**src/rtl/ifetch_pq_pkg.sv**
```systemverilog
// Shared defaults for the instruction-fetch prefetch queue.
// Holds the default address/instruction widths, queue depth and reset fetch
// address used by ifetch_pq and its FIFO.
package ifetch_pq_pkg;

  localparam int unsigned ADDR_W_DEF         = 16;
  localparam int unsigned INST_W_DEF         = 16;
  localparam int unsigned DEPTH_DEF          = 2;
  localparam logic [15:0] RESET_ADDR_DEF     = 16'h0000;

endpackage

```
**src/rtl/ifq_fifo.sv**
```systemverilog
// ifq_fifo: DEPTH-entry FIFO holding {addr, inst} fetch entries.
// Ports:
//   clk, rst     clock, synchronous active-low reset
//   push_i       write data_i at the tail
//   pop_i        drop the head entry
//   flush_i      empty the queue; takes priority over push and pop
//   data_i       entry to write
//   count_o      number of valid entries (0..DEPTH)
//   head_o       entry at the head (meaningful while count_o != 0)
module ifq_fifo #(
  parameter int unsigned DEPTH = 2,
  parameter int unsigned W     = 32
) (
  input  logic                     clk,
  input  logic                     rst,
  input  logic                     push_i,
  input  logic                     pop_i,
  input  logic                     flush_i,
  input  logic [W-1:0]             data_i,
  output logic [$clog2(DEPTH):0]   count_o,
  output logic [W-1:0]             head_o
);

  localparam int unsigned PTR_W = $clog2(DEPTH);
  localparam int unsigned CNT_W = $clog2(DEPTH) + 1;

  logic [W-1:0]     mem_q [DEPTH];
  logic [W-1:0]     mem_d [DEPTH];
  logic [PTR_W-1:0] wr_ptr_q, wr_ptr_d;
  logic [PTR_W-1:0] rd_ptr_q, rd_ptr_d;
  logic [CNT_W-1:0] count_q, count_d;

  // Pointer/count update; pointers wrap naturally since DEPTH is a power of two.
  always_comb begin
    mem_d    = mem_q;
    wr_ptr_d = wr_ptr_q;
    rd_ptr_d = rd_ptr_q;
    count_d  = count_q;
    if (flush_i) begin
      wr_ptr_d = '0;
      rd_ptr_d = '0;
      count_d  = '0;
    end else begin
      if (push_i) begin
        mem_d[wr_ptr_q] = data_i;
        wr_ptr_d        = wr_ptr_q + PTR_W'(1);
      end
      if (pop_i) begin
        rd_ptr_d = rd_ptr_q + PTR_W'(1);
      end
      count_d = count_q + CNT_W'(push_i) - CNT_W'(pop_i);
    end
  end

  // Storage is cleared on reset so the head reads zero out of reset.
  always_ff @(posedge clk) begin
    if (!rst) begin
      mem_q    <= '{default: '0};
      wr_ptr_q <= '0;
      rd_ptr_q <= '0;
      count_q  <= '0;
    end else begin
      mem_q    <= mem_d;
      wr_ptr_q <= wr_ptr_d;
      rd_ptr_q <= rd_ptr_d;
      count_q  <= count_d;
    end
  end

  assign count_o = count_q;
  assign head_o  = mem_q[rd_ptr_q];

endmodule

```
**src/rtl/ifetch_pq.sv**
```systemverilog
// ifetch_pq: instruction-fetch stage with a prefetch queue, upstream of ID.
// Issues sequential word reads to a synchronous instruction memory (data one
// cycle after the request), buffers returned words with their addresses and
// hands them to ID under a valid/stall handshake. A branch from EX flushes
// queued and in-flight fetches and restarts fetch at the target.
// Build option: define IFETCH_BYPASS_EN to forward a response straight to ID
// when the queue is empty (one cycle lower fetch and redirect latency).
// Ports:
//   clk, rst      clock, synchronous active-low reset
//   branch_i      redirect request; baddr_i is the target
//   req_o/addr_o  memory read enable and address
//   mem_data_i    read data for the previous cycle's request
//   v_o/stall_i   handshake to ID (transfer when v_o & ~stall_i)
//   inst_o        head instruction; origaddr_o is its address
module ifetch_pq
  import ifetch_pq_pkg::*;
#(
  parameter int unsigned       ADDR_W     = ADDR_W_DEF,
  parameter int unsigned       INST_W     = INST_W_DEF,
  parameter int unsigned       DEPTH      = DEPTH_DEF,
  parameter logic [ADDR_W-1:0] RESET_ADDR = ADDR_W'(RESET_ADDR_DEF)
) (
  input  logic              clk,
  input  logic              rst,
  input  logic              branch_i,
  input  logic [ADDR_W-1:0] baddr_i,
  output logic              req_o,
  output logic [ADDR_W-1:0] addr_o,
  input  logic [INST_W-1:0] mem_data_i,
  output logic              v_o,
  input  logic              stall_i,
  output logic [INST_W-1:0] inst_o,
  output logic [ADDR_W-1:0] origaddr_o
);

  localparam int unsigned CNT_W = $clog2(DEPTH) + 1;
  localparam int unsigned ENT_W = ADDR_W + INST_W;

  logic [ADDR_W-1:0] pc_q, pc_d;
  logic [ADDR_W-1:0] reqaddr_q, reqaddr_d;
  logic              inflight_q, inflight_d;
  logic              kill_q, kill_d;

  logic [CNT_W-1:0]  count;
  logic [ENT_W-1:0]  head;
  logic [CNT_W:0]    occ;
  logic              resp;
  logic              bypass;
  logic              pop;
  logic              fifo_pop;
  logic              push;

  ifq_fifo #(
    .DEPTH (DEPTH),
    .W     (ENT_W)
  ) u_fifo (
    .clk     (clk),
    .rst     (rst),
    .push_i  (push),
    .pop_i   (fifo_pop),
    .flush_i (branch_i),
    .data_i  ({reqaddr_q, mem_data_i}),
    .count_o (count),
    .head_o  (head)
  );

  // Handshake, queue control and issue decision.
  always_comb begin
    // A response is usable only if not killed and not overtaken by a redirect.
    resp = rst & inflight_q & ~kill_q & ~branch_i;
`ifdef IFETCH_BYPASS_EN
    bypass = resp & (count == '0);
`else
    bypass = 1'b0;
`endif
    v_o = rst & (bypass | (count != '0));

    {origaddr_o, inst_o} = head;
    if (!rst) begin
      {origaddr_o, inst_o} = '0;
    end else if (bypass) begin
      {origaddr_o, inst_o} = {reqaddr_q, mem_data_i};
    end

    pop      = v_o & ~stall_i;
    fifo_pop = pop & ~bypass;
    // A bypassed word that ID accepts never enters the queue.
    push     = resp & ~(bypass & pop);

    // Issue only when a slot is guaranteed for the response.
    occ   = (CNT_W+1)'(count) + (CNT_W+1)'(inflight_q);
    req_o = rst & ~branch_i &
            ((occ < (CNT_W+1)'(DEPTH)) | (pop & (occ == (CNT_W+1)'(DEPTH))));
    addr_o = pc_q;
  end

  // Fetch PC, outstanding-request tracking and redirect.
  always_comb begin
    pc_d       = pc_q;
    reqaddr_d  = reqaddr_q;
    inflight_d = req_o;
    kill_d     = 1'b0;
    if (branch_i) begin
      pc_d   = baddr_i;
      kill_d = inflight_q;
    end else if (req_o) begin
      pc_d      = pc_q + ADDR_W'(1);
      reqaddr_d = pc_q;
    end
  end

  always_ff @(posedge clk) begin
    if (!rst) begin
      pc_q       <= RESET_ADDR;
      reqaddr_q  <= '0;
      inflight_q <= 1'b0;
      kill_q     <= 1'b0;
    end else begin
      pc_q       <= pc_d;
      reqaddr_q  <= reqaddr_d;
      inflight_q <= inflight_d;
      kill_q     <= kill_d;
    end
  end

endmodule

```
**config.mk**
```make
export PLATFORM = sky130hd
export DESIGN_NAME = ifetch_pq
export DESIGN_NICKNAME = d
export VERILOG_FILES = /design/src/rtl/ifetch_pq_pkg.sv /design/src/rtl/ifq_fifo.sv /design/src/rtl/ifetch_pq.sv
export SDC_FILE = /design/constraint.sdc
export NUM_CORES = 1
export LEC_CHECK = 0
export ABC_CLOCK_PERIOD_IN_PS = 2400
export CAP_MARGIN = 20
export CORE_MARGIN = 10
export CORE_UTILIZATION = 48
export CTS_CLUSTER_DIAMETER = 150
export DETAILED_ROUTE_END_ITERATION = 10
export GPL_ROUTABILITY_DRIVEN = 0
export GPL_TIMING_DRIVEN = 0
export PLACE_DENSITY = 0.83
export SYNTH_ARGS = -nofsm -noshare
export SYNTH_HDL_FRONTEND = slang
export SYNTH_HIERARCHICAL = 1
export SYNTH_SLANG_ARGS = --single-unit
```
**constraint.sdc**
```tcl
create_clock -name clk -period 2.4 [get_ports clk]
set_clock_uncertainty 0.05 [all_clocks]
set_input_delay 0.48 -clock clk [delete_from_list [all_inputs] [get_ports clk]]
set_output_delay 0.48 -clock clk [all_outputs]
set_load 0.01 [all_outputs]
```
==> impl_metrics.toml <==
[outcome]
outcome = "finished, final reports clean"

[cells_and_area]
layout.cells.most_common_list = "110 x sky130_fd_sc_hd__nand2_1, 99 x sky130_fd_sc_hd__dfxtp_1, 64 x sky130_fd_sc_hd__mux2i_1"
insertedDiodeCount = 0
filler_cell_count = 799
final_layout_size_suffix_gt1_frac = 0.154
flow.area_growth_from_synthesis_pct = 28.8
final_cells = 777
final_net_count = 681
layout.cell_area.non_filler_um2 = 6300
layout.cells.most_common = "sky130_fd_sc_hd__nand2_1"

[timing]
layout_setup_ws_ns = 0.0481
post-route-min-period_ns = 2.35
max_slew_margin = 0.666
worstMarginPinSlew_ns = 0.501
rsz0062_at_grt = "yes"
maxSlewViolCount = 0
final_min_period_over_clock_period = 0.980
finalSetupViolCount = 0
timing.fmax_mhz = 425
timing.hold.ws_ns = 0.412
timing.final.hold_violations = 0

[grt]
global_route.overflow_total = 0
wire_length_of_the_first_global_routing_pass_um = 21600
gr-usage-all-layers = 0.177
antenna_found_initial = 0
vias_in_the_first_global_route = 4456
maximum_number_of_pins_on_one_net_before_global_route_repair = 20

[die]
floorplan.die_area_um2 = 14600
placementRows = 36
io_pins = 86
die_width_um = 121
core_um2 = 9860
floorplan.initialDensity = 0.496
die_h_um = 121

[route]
post_drt_via_cell_ratio = 5.58
post-route-drc-count = 0
dr_total_vias = 4332
drt-total-wl_um = 13300
wl_per_cell_um = 17.1
firstDrtPassIters = 5
dr.first_iter.drc_count = 271
ant_nets = 0

[synth]
synth_register_bits = 102
synth_edf_count = 0
ys_seq_area_frac = 0.417
syn_inst = 535
syn_area_per_cell_um2 = 9.14
synth_async_sr_flop_share = 0
ys_warn_count = 6
syn_nets = 577
synth_cell_type_count = 43
prevailing_post_synth_register_cell = "sky130_fd_sc_hd__dfxtp_1"
netlist_area_um2 = 4890

[critical_path]
r2r_slack_ns = 0.36
timing_worst_setup_path_type = "reg2out"
termination_of_the_worst_setup_path = "origaddr_o[13]"
crit_arrival_ns = 1.82
worst_r2r_dst = "reqaddr_q[7]"
path_max_fanout = 10
r2r-start = "u_fifo/count_o[0]"
crit_buf_inv = 2
timing.critical_path.from = "u_fifo/rd_ptr_q"
timing.critical_path.max_delay_family = "buffers and inverters"
slowest_stage = "sky130_fd_sc_hd__dfxtp_2"
cp.depth = 4
crit_required_ns = 1.87
r2r_cells = 9
cp_cell_sequence = "buf_4 > mux2_2 > and2_1 > dlygate4sd2_1"
cp_slowest_stage_delay_ns = 0.43
timing.critical_path.from_type = "register"
end_kind = "output pin"

[cts]
cts.reportedPaths.clkPinSlew_ns = 0.09
cts_max_path_buffers = 2
cts_sinks = 102
cts_hold_buf = 0
cts-htree-levels = 3
cts_inserted_buffers = 9
root_buffer = "sky130_fd_sc_hd__clkbuf_8"
cts_tree = "yes"
clk-insertion-delay-late_ns = 0.36

[power_and_ir_drop]
portion_of_total_power_attributed_to_sequential_cells = 0.536
power.internal_mw = 2.51
power.ir.vdd_worst_mv = 0.288
power_share_of_the_clock_group = 0.361
power_per_cell_area_nw_per_um2 = 527
combPwrFrac = 0.102
total_leakage_power_nw = 2.68
report.power.total_mw = 3.32
switching_share = 0.243
switchingPower_uw = 807

[run]
cap_viol_max_count = 0

[worst_hold_path]
min_path_type = "reg2reg"
hold_path.startpoint = "u_fifo/mem_q[5]"

[placement]
postPlaceCellArea_um2 = 5910
placed_cells_incl_taps = 753
number_of_buffer_cells_added_on_primary_ports = 85
hpwl_um = 9690
place_ws_ns = -1.05
-- final cells by class --
cell class | count | area (µm²) | share of cell area
Clock buffer | 10 | 138 | 0.0219
Buffer | 37 | 315 | 0.0501
Timing Repair Buffer | 96 | 893 | 0.142
Sequential cell | 102 | 2050 | 0.325
Tap cell | 133 | 166 | 0.0264
Clock inverter | 6 | 85.1 | 0.0135
Inverter | 18 | 70.1 | 0.0111
Multi-Input combinational cell | 375 | 2580 | 0.410
-- layer usage --
layer / vias up / GRT usage / share of wire
met4: 0 / 0.0686 / 0.017
met2: 204 / 0.303 / 0.48
met1: 2043 / 0.205 / 0.41
met5: - / 0 / 0
li1: 2059 / - / -
met3: 26 / 0.0493 / 0.091
-- state kept, by name (all words and copies together) (netlist names) --
signal and cells:
addr_o 16, u_fifo/count_o 2, inflight_q 1, reqaddr_q 16, kill_q 1, u_fifo/wr_ptr_q 1
u_fifo/rd_ptr_q 1, u_fifo/mem_q 64
-- what timing repair did --
item | CTS | global route
endpoints found under the setup margin | 99 | 78
buffers inserted | 3 | 8
gates resized for setup | 65 | 12
pin swaps | 2 | 4
-- cells in the mapped netlist (all sizes together), types with 2 or more instances --
master	instances	share of area
and2	34	0.043
o31ai	4	0.0061
inv	17	0.013
a211oi	2	0.0031
nand2	110	0.084
xnor2	3	0.0054
nor3b	3	0.0046
a21o	4	0.0061
and4	2	0.0036
or3	2	0.0026
nand2b	3	0.0038
nor3	2	0.0020
o21ai	31	0.032
mux2i	64	0.13
nand3	11	0.012
nor4	4	0.0051
buf	21	0.035
a31oi	11	0.014
ha	6	0.015
dfxtp	102	0.42
mux2	32	0.074
o211ai	9	0.014
clkbuf	17	0.013
nand4	15	0.019
dlygate4sd1	2	0.0036
or4	3	0.0046
nor2	9	0.0069
o311a	2	0.0041
-- metrics by stage --
stage                util  TNS [ns]
global placement    0.599    -79.71
global route        0.639   -0.0353
CTS                 0.627   -0.0733
floorplan               -         0
finish              0.639         0
detailed placement  0.599    -82.89
-- kinds of logic after synthesis --
logic type               after synthesis  synth area share
AO/OA/AOI/OAI                         68            0.0890
XOR/XNOR                               4           0.00998
adder cells (fa/ha/maj)                6            0.0153
buffers and inverters                 58            0.0657
flip-flops                           102             0.417
multiplexers                          96             0.205
AND/OR/NAND/NOR                      201             0.198
-- power groups by stage --
stage	clock network [mW]	logic, mW	registers, mW
after floorplan	0	0.148	1.81
after global placement	0	0.305	1.81
after CTS	1.21	0.324	1.78
after global routing	1.27	0.371	1.78
after detailed placement	0	0.310	1.81
final	1.20	0.340	1.78
-- worst min-delay path by stage --
stage	end	slack, ns	cells after the start
finish	u_fifo/mem_q[5]	0.41	2
global route	reqaddr_q[1]	0.43	2
CTS	u_fifo/mem_q[4]	0.41	2
detailed placement	u_fifo/mem_q[4]	0.40	2
global placement	u_fifo/mem_q[8]	0.39	2
floorplan	u_fifo/mem_q[0]	0.38	2
-- worst reg2reg max path, stage by stage, from the launching register on --
cell                       delay [ns]
sky130_fd_sc_hd__dfxtp_2         0.35
sky130_fd_sc_hd__ha_4            0.16
sky130_fd_sc_hd__ha_1            0.18
sky130_fd_sc_hd__nor2_2          0.14
sky130_fd_sc_hd__buf_4           0.12
sky130_fd_sc_hd__a41oi_2         0.19
sky130_fd_sc_hd__buf_4           0.23
sky130_fd_sc_hd__buf_4           0.18
sky130_fd_sc_hd__o211ai_1        0.18
sky130_fd_sc_hd__o21ai_0         0.14
Power figures use the tool's default switching activity.
==> variant 1, RTL diff (same settings) <==
Change the package constant `ADDR_W_DEF` from 16 to 17.
--- a/src/rtl/ifetch_pq_pkg.sv
+++ b/src/rtl/ifetch_pq_pkg.sv
@@ -3,7 +3,7 @@
 // address used by ifetch_pq and its FIFO.
 package ifetch_pq_pkg;
 
-  localparam int unsigned ADDR_W_DEF         = 16;
+  localparam int unsigned ADDR_W_DEF         = 17;
   localparam int unsigned INST_W_DEF         = 16;
   localparam int unsigned DEPTH_DEF          = 2;
   localparam logic [15:0] RESET_ADDR_DEF     = 16'h0000;
Ports: changed (resized addr_o, baddr_i and origaddr_o); port bits go from 86 to 89. No check against the original RTL was run, so the function may have changed too.
==> variant 1 against the unedited design <==
- total power shrank 4.1%
- hold slack got worse by 0.00058 ns
- die area rose by 3.9%
- non-clock buffer count is 2 higher
- synthesized area grew 4.7%
- sequential cell count up 4
- wire length grew 1.7%
- cell area rose by 2.6%
- worst setup slack improved by 0.032 ns
- cell count increased by 2.7%
- critical path type unchanged
- largest power group unchanged
==> variant 1: results (changes against the unedited design) <==
Critical path
  – Max stage delay on crit path: 0.37 ns (was 0.43 ns)
  – Reg-to-reg endpoint: addr_o[16] (was reqaddr_q[7])
  – Cell with the largest stage delay on the worst path: dfxtp_4 (was dfxtp_2)
  – Number of cells on the worst reg-to-reg path: 7 (was 9)
  – WP data arrival: 1.79 ns (was 1.82 ns)
  – Maximum fanout along the worst path: 10 (unchanged)
  – Worst R2R Setup Slack: 0.33 ns (was 0.36 ns)
  – Worst setup path end: origaddr_o[8] (was origaddr_o[13])

Logic synthesis
  – Synth Area in Adders: 1.466% (was 1.535%)
  – Share of synthesized area occupied by flip-flops and latches: 41.45% (was 41.75%)
  – Fraction of synthesis flops using an asynchronous set or reset pin: 0% (unchanged)
  – Synth cell count leaders: nand2_1, dfxtp_1, mux2i_1 (unchanged)
  – Share of the synthesized area in compound gates (AO/OA/AOI/OAI): 10.46% (was 8.903%)
  – Area share of xor/xnor cells in the synthesized design: 1.124% (was 0.9977%)
  – Synth Net Count: 595 (was 577)
  – Leading cell types by total area after synthesis: dfxtp_1, mux2i_1, nand2_1 (unchanged)

Finish
  – Fill cells: 898 (was 799)
  – Layout cells sized above 1: 15.41% (was 15.37%)
  – Max reg flops: 66 (was 64)

Placement
  – Placed wire-length estimate: 10180 um (was 9694 um)
  – DP Area: 6161 um2 (was 5908 um2)
  – Total of buffers placed on input and output ports: 87 (was 85)

Worst hold path
  – Startpoint of the worst hold path: reqaddr_q[9] (was u_fifo/mem_q[5])

Routing
  – Iteration count of the initial detailed-routing pass: 4 (was 5)
  – Iteration-0 DRC count of the detailed router: 376 (was 271)
  – Via-per-instance ratio: 5.437 (was 5.575)
  – Average wire length per cell after detail routing: 16.99 um (was 17.15 um)

Clocking
  – Number of setup buffers added after CTS: 6 (was 3)
  – Number of gates resized after cts: 66 (was 65)

GRT
  – First-pass GRT wire length: 22140 um (was 21600 um)
  – Vias in the first global route: 4525 (was 4456)
  – Maximum number of pins on one net before global-route repair: 19 (was 20)
  – Met1 track demand over resource in global routing: 20.49% (was 20.54%)
  – Met3 GRT Util: 5.743% (was 4.933%)
  – Overall fraction of global-route tracks in use: 17.81% (was 17.74%)

STA
  – Normalized max-slew margin: 60.95% (was 66.61%)

Power and ir drop
  – LEAKAGE: 0.002769 uW (was 0.002680 uW)
  – Peak VDD IR: 0.3440 mV (was 0.2879 mV)

Outcome
  – Outcome: completed (unchanged)
variant 1: changes by cell type after synthesis, moves of 3 or more:
cell	unedited run	this run
nand4_1	15	1
dfxtp_1	102	106
o31ai_1	4	8
or4_1	3	7
mux2i_1	64	67
nor3b_1	3	0
nor4_1	4	1
o21ai_0	31	34
variant 1: per-stage QoR:
step                cells  util [%]  setup WS [ns]  hold slack (ns)  setup TNS [ns]
floorplan             552         -         0.1978           0.3813               0
global placement      775     59.41        -0.7229           0.3887          -52.00
detailed placement    775     59.41        -0.8455           0.4013          -58.97
CTS                   795     61.88        0.02074           0.4147               0
global route          798     62.29       0.005000           0.4240               0
finish                798     62.29        0.07991           0.4110               0
variant 1: worst min-delay path by stage:
stage | to | slack (ns) | cells after the start
floorplan | u_fifo/mem_q[0] | 0.38 | 2
global placement | u_fifo/mem_q[7] | 0.39 | 2
detailed placement | u_fifo/mem_q[2] | 0.40 | 2
CTS | u_fifo/mem_q[2] | 0.41 | 2
global route | u_fifo/mem_q[15] | 0.42 | 2
finish | reqaddr_q[9] | 0.41 | 2
variant 1: area by class of cell:
class,count,area [um2],share of cell area [%]
inverter,20,75.07,1.162
clock inverter,7,56.30,0.8716
buffer,39,320.3,4.958
clock buffer,9,123.9,1.917
multi-input combinational,385,2691,41.66
tap,136,170.2,2.634
sequential,106,2130,32.97
timing repair buffer,96,893.4,13.83
variant 1: power by group through the flow:
stage               clock network, uW  logic [uW]  registers (uW)
global placement                    0         322            1880
detailed placement                  0         329            1880
CTS                              1020         335            1840
floorplan                           0         160            1880
global route                     1090         370            1850
finish                           1000         338            1840
variant 1: metal layers:
metal / routed length, um / vias to the layer above
met5: 0 / -
met4: 184 / 0
met3: 1100 / 19
met1: 5655 / 2073
met2: 6615 / 138
li1: - / 2109
==> variant 2, RTL diff (config.mk and constraints unchanged) <==
Made on the original files. Make the reset (`rst`) asynchronous in 2 clocked blocks. Comments in the files are not updated.
--- a/src/rtl/ifq_fifo.sv
+++ b/src/rtl/ifq_fifo.sv
@@ -53,7 +53,7 @@
   end
 
   // Storage is cleared on reset so the head reads zero out of reset.
-  always_ff @(posedge clk) begin
+  always_ff @(posedge clk or negedge rst) begin
     if (!rst) begin
       mem_q    <= '{default: '0};
       wr_ptr_q <= '0;
--- a/src/rtl/ifetch_pq.sv
+++ b/src/rtl/ifetch_pq.sv
@@ -109,7 +109,7 @@
     end
   end
 
-  always_ff @(posedge clk) begin
+  always_ff @(posedge clk or negedge rst) begin
     if (!rst) begin
       pc_q       <= RESET_ADDR;
       reqaddr_q  <= '0;
Check against the original RTL: differs if rst is asserted again (counterexample within 4 cycles, from zero or initial values and one cycle with rst low); with rst held inactive, the same outputs for 4 cycles.
==> variant 2 against the unedited design <==
- sequential share of layout area grew 7.6 points
- wire length down 11%
- first-iteration DRC count fell by 20%
- synthesized area fell by 0.36%
- cell area grew 1.1%
- worst setup slack lost 0.12 ns
- critical endpoint is now req_o
- die area fell by 0.30%
- sequential cell count did not move
- largest cell class is now sequential cells
- the run now ends with setup timing left
- synthesized cell count down 30%
- count of clock-buffer cells in the layout up 2
- maximum frequency decreased by 5.0%
Power is not compared: it rests on default switching activity, and its combinational part moved more than twofold at a synthesized area within 25%.
==> variant 2: results (changes against the unedited design) <==
STA
  – Final setup vio count: 30 (was 0)
  – Least-Margin Pin Slew: 0.4937 ns (was 0.5008 ns)
  – Worst setup margin: -0.07608 ns (was 0.04811 ns)
  – Worst hold slack: 0.009933 ns (was 0.4116 ns)
  – Summed negative setup slack over all endpoints: -0.4270 ns (was 0 ns)

Routing
  – Routed wire length: 11850 um (was 13330 um)
  – Iteration-0 DRC count of the detailed router: 216 (was 271)
  – Post-route DRC violation count: 0 (unchanged)
  – Iteration count of the initial detailed-routing pass: 4 (was 5)
  – Average wire length per cell after detail routing: 18.71 um (was 17.15 um)
  – Overall via count from detail_route: 3404 (was 4332)

Logic synthesis
  – Synth Area in Adders: 1.540% (was 1.535%)
  – Fraction of synthesis flops using an asynchronous set or reset pin: 100.0% (was 0%)
  – Share of the synthesized area in compound gates (AO/OA/AOI/OAI): 3.954% (was 8.903%)
  – Synth Net Count: 419 (was 577)
  – Library cells used by synthesis: 36 (was 43)
  – Share of synthesized area occupied by flip-flops and latches: 52.37% (was 41.75%)
  – Area share of xor/xnor cells in the synthesized design: 1.001% (was 0.9977%)
  – Flip-flop cell with the highest count after synthesis: dfrtp_1 (was dfxtp_1)
  – Synth cell count leaders: mux2_2, dfrtp_1, and2_1 (was nand2_1, dfxtp_1, mux2i_1)
  – Mux contribution to synthesized area: 26.08% (was 20.47%)
  – Leading cell types by total area after synthesis: dfrtp_1, mux2_2, and2_1 (was dfxtp_1, mux2i_1, nand2_1)
  – Synthesized instance count: 377 (was 535)

Outcome
  – Outcome: complete, but fails checks (was completed)
  – Failing checks: setup timing

Critical path
  – Maximum fanout along the worst path: 3 (was 10)
  – Top Family by Delay on Critical Path: adder cells (was buffers and inverters)
  – Worst R2R Setup Slack: -0.07 ns (was 0.36 ns)
  – Source of the worst register-to-register timing path: inflight_q (was u_fifo/count_o[0])
  – Reg-to-reg endpoint: addr_o[12] (was reqaddr_q[7])
  – WP data arrival: 1.95 ns (was 1.82 ns)
  – Max stage delay on crit path: 0.38 ns (was 0.43 ns)
  – Cell with the largest stage delay on the worst path: dfrtp_1 (was dfxtp_2)

GRT
  – First-pass GRT wire length: 19310 um (was 21600 um)
  – Met3 GRT Util: 4.700% (was 4.933%)
  – Vias in the first global route: 3711 (was 4456)
  – Met1 track demand over resource in global routing: 19.91% (was 20.54%)
  – Maximum number of pins on one net before global-route repair: 39 (was 20)
  – Overall fraction of global-route tracks in use: 16.44% (was 17.74%)
  – Met2 track utilization from global routing: 28.25% (was 30.31%)

Placement
  – DP Area: 5916 um2 (was 5908 um2)
  – Placed wire-length estimate: 8006 um (was 9694 um)
  – Count of placed standard cells including taps: 596 (was 753)

Finish
  – Post-layout net count: 538 (was 681)
  – Layout cells sized above 1: 35.60% (was 15.37%)

Worst hold path
  – Worst hold path class: in2async (was reg2reg)
==> variant 2: cell type report <==
class | count | area [um2]
plain buffers | 19 | 172.7
clock buffers | 12 | 145.1
clock inverters | 3 | 45.04
fillers | 785 | 3450
inverters | 7 | 26.28
multi-input cells | 247 | 2183
flip-flops and latches | 102 | 2554
well taps | 133 | 166.4
repair buffers | 110 | 1077
==> variant 2: power groups by stage <==
stage | Combinational, uW | Clock [uW] | Sequential, uW
global placement | 1100 | 0 | 2220
global route | 1230 | 1160 | 2270
detailed placement | 1140 | 0 | 2250
floorplan | 649 | 0 | 2190
finish | 1120 | 1080 | 2220
CTS | 1130 | 1090 | 2220
==> variant 2: how the worst max path moves through the flow <==
stage                           start          endpoint  slack (ns)  cells past startpoint
finish                     inflight_q             req_o       -0.08                      7
global route               inflight_q             req_o       -0.18                      7
CTS                 u_fifo/count_o[0]             req_o       -0.21                      8
detailed placement                rst             req_o       -1.14                      7
global placement                  rst             req_o       -4.35                      6
floorplan                    branch_i  u_fifo/mem_q[40]        0.07                      5
==> variant 2: what timing repair did <==
action | CTS | global route
cloned | 2 | 0
hold buffers | 1 | 2
hold endpoints to repair | 32 | 1
pin swaps | 5 | 8
gates resized for setup | 72 | 20
endpoints found under the setup margin | 116 | 65
buffers inserted | 13 | 6
==> variant 2: cells by family after synthesis <==
logic type | Yosys count
AO/OA/AOI/OAI | 30
XOR/XNOR | 4
adder cells (fa/ha/maj) | 6
buffers and inverters | 28
flip-flops | 102
multiplexers | 113
AND/OR/NAND/NOR | 94
==> variant 2: layer usage <==
| layer | up-vias | wire, um |
|---|---|---|
| met1 | 1710 | 5160 |
| met3 | 12 | 605 |
| li1 | 1580 | - |
| met4 | 0 | 101 |
| met2 | 102 | 5978 |
| met5 | - | 0 |
